--- src/rtl/lb_ctrl.sv ---
// Line-buffer sequencing controller: fills FILTER_SIZE line buffers in rotating
// order, then sweeps the column address to present one window per column.
module lb_ctrl #(
    parameter int FILTER_SIZE     = 5,
    parameter int LINE_WIDTH      = 28,
    parameter int LINES_PER_FRAME = 28
) (
    input  logic                   clk,
    input  logic                   rst,
    input  logic                   in_valid,
    input  logic [15:0]            in_data,
    output logic                   in_ready,
    output logic [FILTER_SIZE-1:0] lb_wr_en,
    output logic [15:0]            lb_wr_data,
    output logic [FILTER_SIZE-1:0] lb_rd_en,
    output logic [6:0]             lb_rd_addr,
    input  logic [FILTER_SIZE-1:0] lb_full,
    input  logic [FILTER_SIZE-1:0] lb_data_valid,
    output logic                   win_valid,
    input  logic                   win_ready,
    output logic [6:0]             win_col,
    output logic [2:0]             win_top,
    output logic                   frame_done,
    output logic                   err
);
    localparam int RW = $clog2(LINES_PER_FRAME + 1);
    localparam logic [6:0]    LAST_WORD = 7'(LINE_WIDTH / 2 - 1);
    localparam logic [6:0]    LAST_COL  = 7'(LINE_WIDTH - FILTER_SIZE);
    localparam logic [2:0]    LAST_PTR  = 3'(FILTER_SIZE - 1);
    localparam logic [3:0]    RES_FULL  = 4'(FILTER_SIZE);
    localparam logic [RW-1:0] ROWS_END  = RW'(LINES_PER_FRAME);

    typedef enum logic [3:0] {
        S_IDLE, S_FILL_REQ, S_FILL, S_FILL_END, S_GAP,
        S_RD_REQ, S_RD_ADDR, S_RD_WAIT, S_WIN, S_ROTATE
    } state_t;

    state_t state, state_nxt;

    logic [6:0]    word_cnt;
    logic [6:0]    col;
    logic [2:0]    wr_ptr;
    logic [2:0]    top_ptr;
    logic [3:0]    resident;
    logic [RW-1:0] rows_in;
    logic          err_q;

    logic                   word_inc, gap_step, col_clr, col_inc, rot, err_set;
    logic [3:0]             res_inc;
    logic                   frame_end;
    logic [FILTER_SIZE-1:0] full_shift;

    assign err = err_q;

    always_comb begin
        res_inc    = (resident == RES_FULL) ? RES_FULL : resident + 4'd1;
        frame_end  = (rows_in == ROWS_END);
        full_shift = lb_full >> wr_ptr;
    end

    always_ff @(posedge clk) begin
        if (rst) state <= S_IDLE;
        else     state <= state_nxt;
    end

    // All outputs are decoded from the state and forced quiet while rst is high.
    always_comb begin
        state_nxt  = state;
        in_ready   = 1'b0;
        lb_wr_en   = '0;
        lb_wr_data = '0;
        lb_rd_en   = '0;
        lb_rd_addr = '0;
        win_valid  = 1'b0;
        win_col    = '0;
        win_top    = '0;
        frame_done = 1'b0;
        word_inc   = 1'b0;
        gap_step   = 1'b0;
        col_clr    = 1'b0;
        col_inc    = 1'b0;
        rot        = 1'b0;
        err_set    = 1'b0;
        if (!rst) begin
            case (state)
                S_IDLE: if (in_valid) state_nxt = S_FILL_REQ;
                S_FILL_REQ: begin
                    lb_wr_en  = FILTER_SIZE'(1) << wr_ptr;
                    state_nxt = S_FILL;
                end
                S_FILL: begin
                    in_ready   = 1'b1;
                    lb_wr_data = in_valid ? in_data : '0;
                    err_set    = !in_valid;
                    word_inc   = 1'b1;
                    if (word_cnt == LAST_WORD) state_nxt = S_FILL_END;
                end
                S_FILL_END: begin
                    err_set   = !full_shift[0];
                    state_nxt = S_GAP;
                end
                S_GAP: begin
                    gap_step = 1'b1;
                    if (res_inc == RES_FULL) begin
                        col_clr   = 1'b1;
                        state_nxt = S_RD_REQ;
                    end else begin
                        state_nxt = S_IDLE;
                    end
                end
                S_RD_REQ: begin
                    lb_rd_en   = '1;
                    lb_rd_addr = col;
                    state_nxt  = S_RD_ADDR;
                end
                S_RD_ADDR: begin
                    lb_rd_addr = col;
                    state_nxt  = S_RD_WAIT;
                end
                S_RD_WAIT: begin
                    err_set   = (lb_data_valid != '1);
                    state_nxt = S_WIN;
                end
                S_WIN: begin
                    win_valid = 1'b1;
                    win_col   = col;
                    win_top   = top_ptr;
                    if (win_ready) begin
                        if (col < LAST_COL) begin
                            col_inc   = 1'b1;
                            state_nxt = S_RD_REQ;
                        end else begin
                            state_nxt = S_ROTATE;
                        end
                    end
                end
                S_ROTATE: begin
                    rot        = 1'b1;
                    frame_done = frame_end;
                    state_nxt  = S_IDLE;
                end
                default: state_nxt = S_IDLE;
            endcase
        end
    end

    always_ff @(posedge clk) begin
        if (rst) begin
            word_cnt <= '0;
            col      <= '0;
            wr_ptr   <= '0;
            top_ptr  <= '0;
            resident <= '0;
            rows_in  <= '0;
            err_q    <= 1'b0;
        end else begin
            if (word_inc) word_cnt <= (word_cnt == LAST_WORD) ? '0 : word_cnt + 7'd1;
            if (gap_step) begin
                wr_ptr   <= (wr_ptr == LAST_PTR) ? '0 : wr_ptr + 3'd1;
                rows_in  <= rows_in + 1'b1;
                resident <= res_inc;
            end
            if (col_clr)      col <= '0;
            else if (col_inc) col <= col + 7'd1;
            if (rot) begin
                if (frame_end) begin
                    rows_in  <= '0;
                    resident <= '0;
                    wr_ptr   <= '0;
                    top_ptr  <= '0;
                end else begin
                    top_ptr <= (top_ptr == LAST_PTR) ? '0 : top_ptr + 3'd1;
                end
            end
            if (err_set) err_q <= 1'b1;
        end
    end
endmodule

--- config.mk ---
export PLATFORM = sky130hd
export DESIGN_NAME = lb_ctrl
export DESIGN_NICKNAME = d
export VERILOG_FILES = /design/src/rtl/lb_ctrl.sv
export SDC_FILE = /design/constraint.sdc
export NUM_CORES = 1
export LEC_CHECK = 0
export CAP_MARGIN = 10
export CORE_MARGIN = 2
export CORE_UTILIZATION = 30
export CTS_CLUSTER_SIZE = 28
export DETAILED_ROUTE_END_ITERATION = 7
export PLACE_DENSITY = 0.64
export REMOVE_ABC_BUFFERS = 1
export SYNTH_ARGS = -nofsm -noshare
export SYNTH_HDL_FRONTEND = slang
export SYNTH_SLANG_ARGS = --single-unit
export TNS_END_PERCENT = 10
--- constraint.sdc ---
create_clock -name clk -period 2.23 [get_ports clk]
set_clock_uncertainty 0.05 [all_clocks]
set_input_delay 0.5575 -clock clk [delete_from_list [all_inputs] [get_ports clk]]
set_output_delay 0.5575 -clock clk [all_outputs]
set_load 0.02 [all_outputs]
---- Yosys cells after proc, flatten, opt, wreduce, memory -nomap -nowiden ----
Cells that the tools add are included.
cells by class
  add/sub/neg operators ................... 6
  magnitude comparators ................... 1
  equality and inequality tests ........... 19
  shifts and indexed selects .............. 2
  muxes and demuxes ....................... 52
  reduce and logical (&&, ||, !) cells .... 6
operators by type and width
  cell                                                         number
  two-way mux 16 bit                                           3
  case mux 4 bit (9 select lines)                              1
  two-way mux 5 bit                                            7
  two-way mux 7 bit                                            5
  two-way mux 4 bit                                            8
  two-way mux 3 bit                                            9
  == test 4 x 3 -> 1 bit (second input constant)               6
  two-way mux 1 bit                                            18
  adder 7 x 1 -> 7 bit (second input constant)                 2
  == test 4 x 2 -> 1 bit (second input constant)               2
  == test 4 bit (second input constant)                        2
  == test 7 x 4 -> 1 bit (second input constant)               1
  less-than comparator 7 x 5 -> 1 bit (second input constant)  1
  adder 3 x 1 -> 3 bit (second input constant)                 2
  == test 3 bit (second input constant)                        2
  != test 2 bit (second input constant)                        3
  adder 5 x 1 -> 5 bit (second input constant)                 1
  == test 5 bit (second input constant)                        1
  != test 5 bit (second input constant)                        1
  left shift 1 x 3 -> 5 bit (first input constant)             1
  >> shifter 5 x 3 -> 1 bit                                    1
  adder 4 x 1 -> 4 bit (second input constant)                 1
  == test 4 x 1 -> 1 bit (second input constant)               1
  zero test 4 bit                                              1
  other kinds (4)                                              6
word-level totals
  bits in registers ....................... 34
  input port bits ......................... 30
  output and inout bits ................... 47
  logic and storage cells ................. 94

---- Longest topological paths before layout ----
  depth after elaboration ................. 7
  depth in mapped cells ................... 6
  mapped depth without buffers ............ 6

---- Worst setup path after synthesis ----
OpenSTA, ideal clock, no wires.
  path kind ............................... register -> output
  start ................................... register state[0]
  end ..................................... output port lb_wr_data[0]
  data arrival time ....................... 2.042 ns
  required time ........................... 1.622 ns
  setup slack ............................. -0.420 ns
  stages on the path, launching flop included .. 6
  buffers on the path ..................... 2
  path through ............................ dfxtp_1 > clkbuf_1 > or4b_2 > nor2_1 > clkbuf_1 > and3_1
between the ends
  longest elaborated chain between the ends .. 3
ends and longest elaborated chain
  what                      line  text
  start: declaration        38    state_t state, state_nxt;
  start signal: assignment  63    else state <= state_nxt;
  == test 4 x 2 -> 1 bit    85    case (state)
  two-way mux 16 bit        85
  two-way mux 16 bit        84    if (!rst) begin
  end: declaration          14    output logic [15:0] lb_wr_data,
No other way between the ends.

---- Final worst setup path ----
  start ................................... register state[2]
  end ..................................... output port win_col[2]
between the ends
  longest elaborated chain between the ends .. 3
ends and longest elaborated chain
  what               line  text
  == test 4 bit      85
  two-way mux 7 bit  85
  two-way mux 7 bit  84
  end: declaration   21    output logic [6:0] win_col,
No other way between the ends.

==> metrics list <==
- Via total after detailed routing: between 2,000 and 2,500
- Number of warnings issued by yosys: 0
* Nature of the critical path startpoint: register
- Setup repair after global routing missed its margin: true
- The root buffer cell chosen for the clock tree is sky130_fd_sc_hd__clkbuf_8.
- The worst setup path is captured at a primary output.
- Counting both buffers and inverters, the worst setup path holds a total of 3.
- First-pass detailed-route iteration total: 4
- Of the post-synthesis cell area, the dominant cell type holds 0.318.
* Worst-margin pin slew: 421 ps
- Worst Setup Slack, final: -194 ps
- Fin. Hold Viols: 0
- Proportion of layout cells with a drive suffix above 1: 0.328
- In the finished design, the share of the clock period the worst path needs comes to 1.09.
- Max cap viols: 0
* Worst EP arrival: 1820 ps
- The clock passes through at most 2 buffers.
- After synthesis the cells add up to 0.00214 sq mm.
- In the routed design, unresolved DRC markers number 0.
- Critical path startpoint: state[2]
- The critical path runs through a total of 6 cells.
- Outcome: complete, but fails checks
* Syn avg cell area: 8.07 sq um
- Final core occ: 0.492
- Synthesis instantiated 48 different standard cells from the library.
- Clock tree synthesis inserted a total of 5 buffers.
* Final Instance Area: 0.00336 sq mm
- The setup check on the worst reg-to-reg path leaves a slack of roughly 80 ps.
- Hold is met by 425 ps.
- H-tree level count: 2
- Across every metal layer, demand over resource in global routing totals 0.149.
* Total placed instance area: roughly 0.0031 sq mm
- Pwr per Cell Area: 474 mW/mm^2
- Yosys mapped a number of flops with a built-in enable equal to 0.
- Top-count cell post-synth: sky130_fd_sc_hd__nor2_1
- Number of instances in the synthesized netlist: 265
- R2R Path End: col[2]
- Relative to the synthesized area, the layout overhead comes to 57.2%.
- Wire length reported by the detailed router: 5790 um
- In this design, the stage delay of the slowest critical-path cell is ~550 ps.
- Crit path max-delay cell type: sky130_fd_sc_hd__or4b_4
* Top Ports: 77
- # rows: 30
- Antenna Violating Nets Remaining: 0
* Vias in the first global route: 2,003
- Cell occurring most often along the worst timing path: sky130_fd_sc_hd__buf_6
* Leak Pwr: 1.44 nW
- Top fanout value on the critical path: 5
* Launching point of the worst reg2reg path: state[2]
- Worst reg2reg path depth: 6
- Clock-pin slew on the worst setup and hold paths: 70 ps
- After synthesis, the share of flip-flops with an asynchronous set or reset is 0.
- Static timing analysis puts the maximum clock frequency at 413 MHz.
- Entering global routing, the biggest net connects 18 pins.
* Clk sinks: 34
- The worst hold path belongs to the class register to register.
* Horizontal die dimension: 88.4 um
- Summed over all layers, the global routing overflow is 0.
* Count of buffers from port buffering: 76
- The final layout contains 404 nets.
- Dpl hpwl: ~4300 um
* Family of cells with the greatest summed delay on the critical path: simple AND/OR/NAND/NOR gates
- Antenna violations before repair: 0
- Failing checks: setup timing
- Height of the die: approximately 90 um
* Total of endpoints with negative setup slack in the final report: 31
* Global-route wire length before repair: 9220 um
- The share of the Yosys chip area taken by registers is 0.318.
- Total of flip-flops plus latches after synthesis: 34
* Post-cts hold buffer count: 0
* Capturing element of the worst setup path: win_col[2]
- In the synthesized netlist the dominant register cell turns out to be sky130_fd_sc_hd__dfxtp_1.
- Area leader, netlist: sky130_fd_sc_hd__dfxtp_1
- In the routed layout, each cell is associated on average with a via count of roughly 4.7.
* Series of cell instances along the critical path: buf_6 -> or4b_4 -> nor2_4 -> buf_6 -> and2_4 -> buf_6
- Area of the core: 0.00683 sq mm
- Synth top area cells: sky130_fd_sc_hd__dfxtp_1 (32%), sky130_fd_sc_hd__ha_1 (7.0%), sky130_fd_sc_hd__nor2_1 (6.1%), sky130_fd_sc_hd__and2_1 (5.9%), sky130_fd_sc_hd__and3_1 (5.3%)
- The initial utilization of the core area, before any placement, comes to 0.313.
- Skew-Pair Late Insertion Delay: 290 ps
- Antenna cell count: 0
- The detailed router finished its first iteration with 55 violations.
- The floorplan step defined a die boundary enclosing 0.00782 sq mm.
- By count the netlist is led by sky130_fd_sc_hd__nor2_1 (35), sky130_fd_sc_hd__dfxtp_1 (34), sky130_fd_sc_hd__and2_1 (20), sky130_fd_sc_hd__and3_1 (18), sky130_fd_sc_hd__ha_1 (12).
- Worst-case vdd ir drop: between 0.2 and 0.25 mV
- TritonCTS built the clock tree.
* Kind of critical path: register to primary output
- Headroom to the max-slew limit came out at 0.719.
- Fin crit period: 2420 ps
- Required time at the worst-slack endpoint: approximately 1600 ps
* Routability congestion estimate: 0.839
- The count of final max-slew check failures was 0.
- Mean routed wirelength per cell: 12.6 um
[where the power goes]
group	switching [W]	total [W]	internal, W
sequential	0.0000239	0.000661	0.000637
combinational	0.000219	0.000459	0.000240
clock	0.000224	0.000473	0.000249
total	0.000467	0.00159	0.00113
[repair_timing]
item	in CTS	in global routing
resized for setup	268	35
setup endpoints to repair	46	45
pin swaps	2	3
setup buffers	0	1
cloned	2	0
[routing by layer]
layer	global-route usage	part of all wire
met1	0.172	0.43
met2	0.262	0.48
met3	0.0494	0.079
met4	0.0427	0.011
met5	0	0
[worst register-to-register path, delay by kind of cell, from the launching register on]
kind / cells / cell delay, ps
AO/OA/AOI/OAI: 2 / 540
AND/OR/NAND/NOR: 2 / 880
flip-flops: 1 / 330
buffers and inverters: 2 / 290
[worst min path at each step]
stage | start | to | slack, ps | cells past startpoint
2_1_floorplan | col[5] | col[5] | 400 | 1
3_3_place_gp | top_ptr[1] | top_ptr[1] | 410 | 2
3_5_place_dp | top_ptr[1] | top_ptr[1] | 420 | 2
4_1_cts | top_ptr[1] | top_ptr[1] | 430 | 2
5_1_grt | top_ptr[1] | top_ptr[1] | 460 | 2
6_report | top_ptr[1] | top_ptr[1] | 430 | 2
[through the flow]
step                worst slack (ps)  std cells  TNS (ps)  power (W)
finish                          -194        459     -3580    0.00159
global placement                -730        448    -32010    0.00109
global route                    -258        459     -5990    0.00168
detailed placement              -727        448    -30630    0.00109
CTS                             -231        458     -4300    0.00159
floorplan                       -658        246    -14590   0.000867
[state kept, by name, summed over array words and instances, names as in the netlist]
register	cells
err	1
state	4
word_cnt	7
resident	4
rows_in	5
top_ptr	3
col	7
wr_ptr	3
[cell families (layout without fill, tap and decap cells)]
group / Yosys count / in the layout / share of synthesized area
AO/OA/AOI/OAI: 33 / 33 / 0.0995
XOR/XNOR: 14 / 14 / 0.0573
adder cells (fa/ha/maj): 12 / 12 / 0.0702
buffers and inverters: 30 / 128 / 0.0690
flip-flops: 34 / 34 / 0.318
multiplexers: 5 / 5 / 0.0234
AND/OR/NAND/NOR: 137 / 137 / 0.362
[placed cells by master, fill, tap and decap left out, types with 3 or more instances in the layout]
cell type,n
sky130_fd_sc_hd__nand3b_1,5
sky130_fd_sc_hd__clkbuf_8,6
sky130_fd_sc_hd__nor3_1,5
sky130_fd_sc_hd__nor2_1,30
sky130_fd_sc_hd__dfxtp_2,4
sky130_fd_sc_hd__nand2_1,11
sky130_fd_sc_hd__dfxtp_1,30
sky130_fd_sc_hd__a31oi_1,3
sky130_fd_sc_hd__mux2i_1,5
sky130_fd_sc_hd__ha_1,12
sky130_fd_sc_hd__buf_6,37
sky130_fd_sc_hd__a21oi_1,11
sky130_fd_sc_hd__and2_4,11
sky130_fd_sc_hd__xor2_1,8
sky130_fd_sc_hd__nor2_2,3
sky130_fd_sc_hd__nand3_1,10
sky130_fd_sc_hd__inv_1,11
sky130_fd_sc_hd__nand2b_1,5
sky130_fd_sc_hd__clkdlybuf4s50_1,29
sky130_fd_sc_hd__nand4_1,3
sky130_fd_sc_hd__nor3b_1,3
sky130_fd_sc_hd__o21ai_0,4
sky130_fd_sc_hd__and2_1,9
sky130_fd_sc_hd__and3_1,17
sky130_fd_sc_hd__xnor2_1,6
sky130_fd_sc_hd__buf_4,41
[area by class of cell]
type	instances	area, sq um
Multi-Input combinational cell	201	1390
Clock buffer	7	86.3
Inverter	11	41.3
Timing Repair Buffer	109	1030
Tap cell	96	120
Clock inverter	1	5.00
Sequential cell	34	686
Fill cell	683	3470
Power figures use the tool's default switching activity.
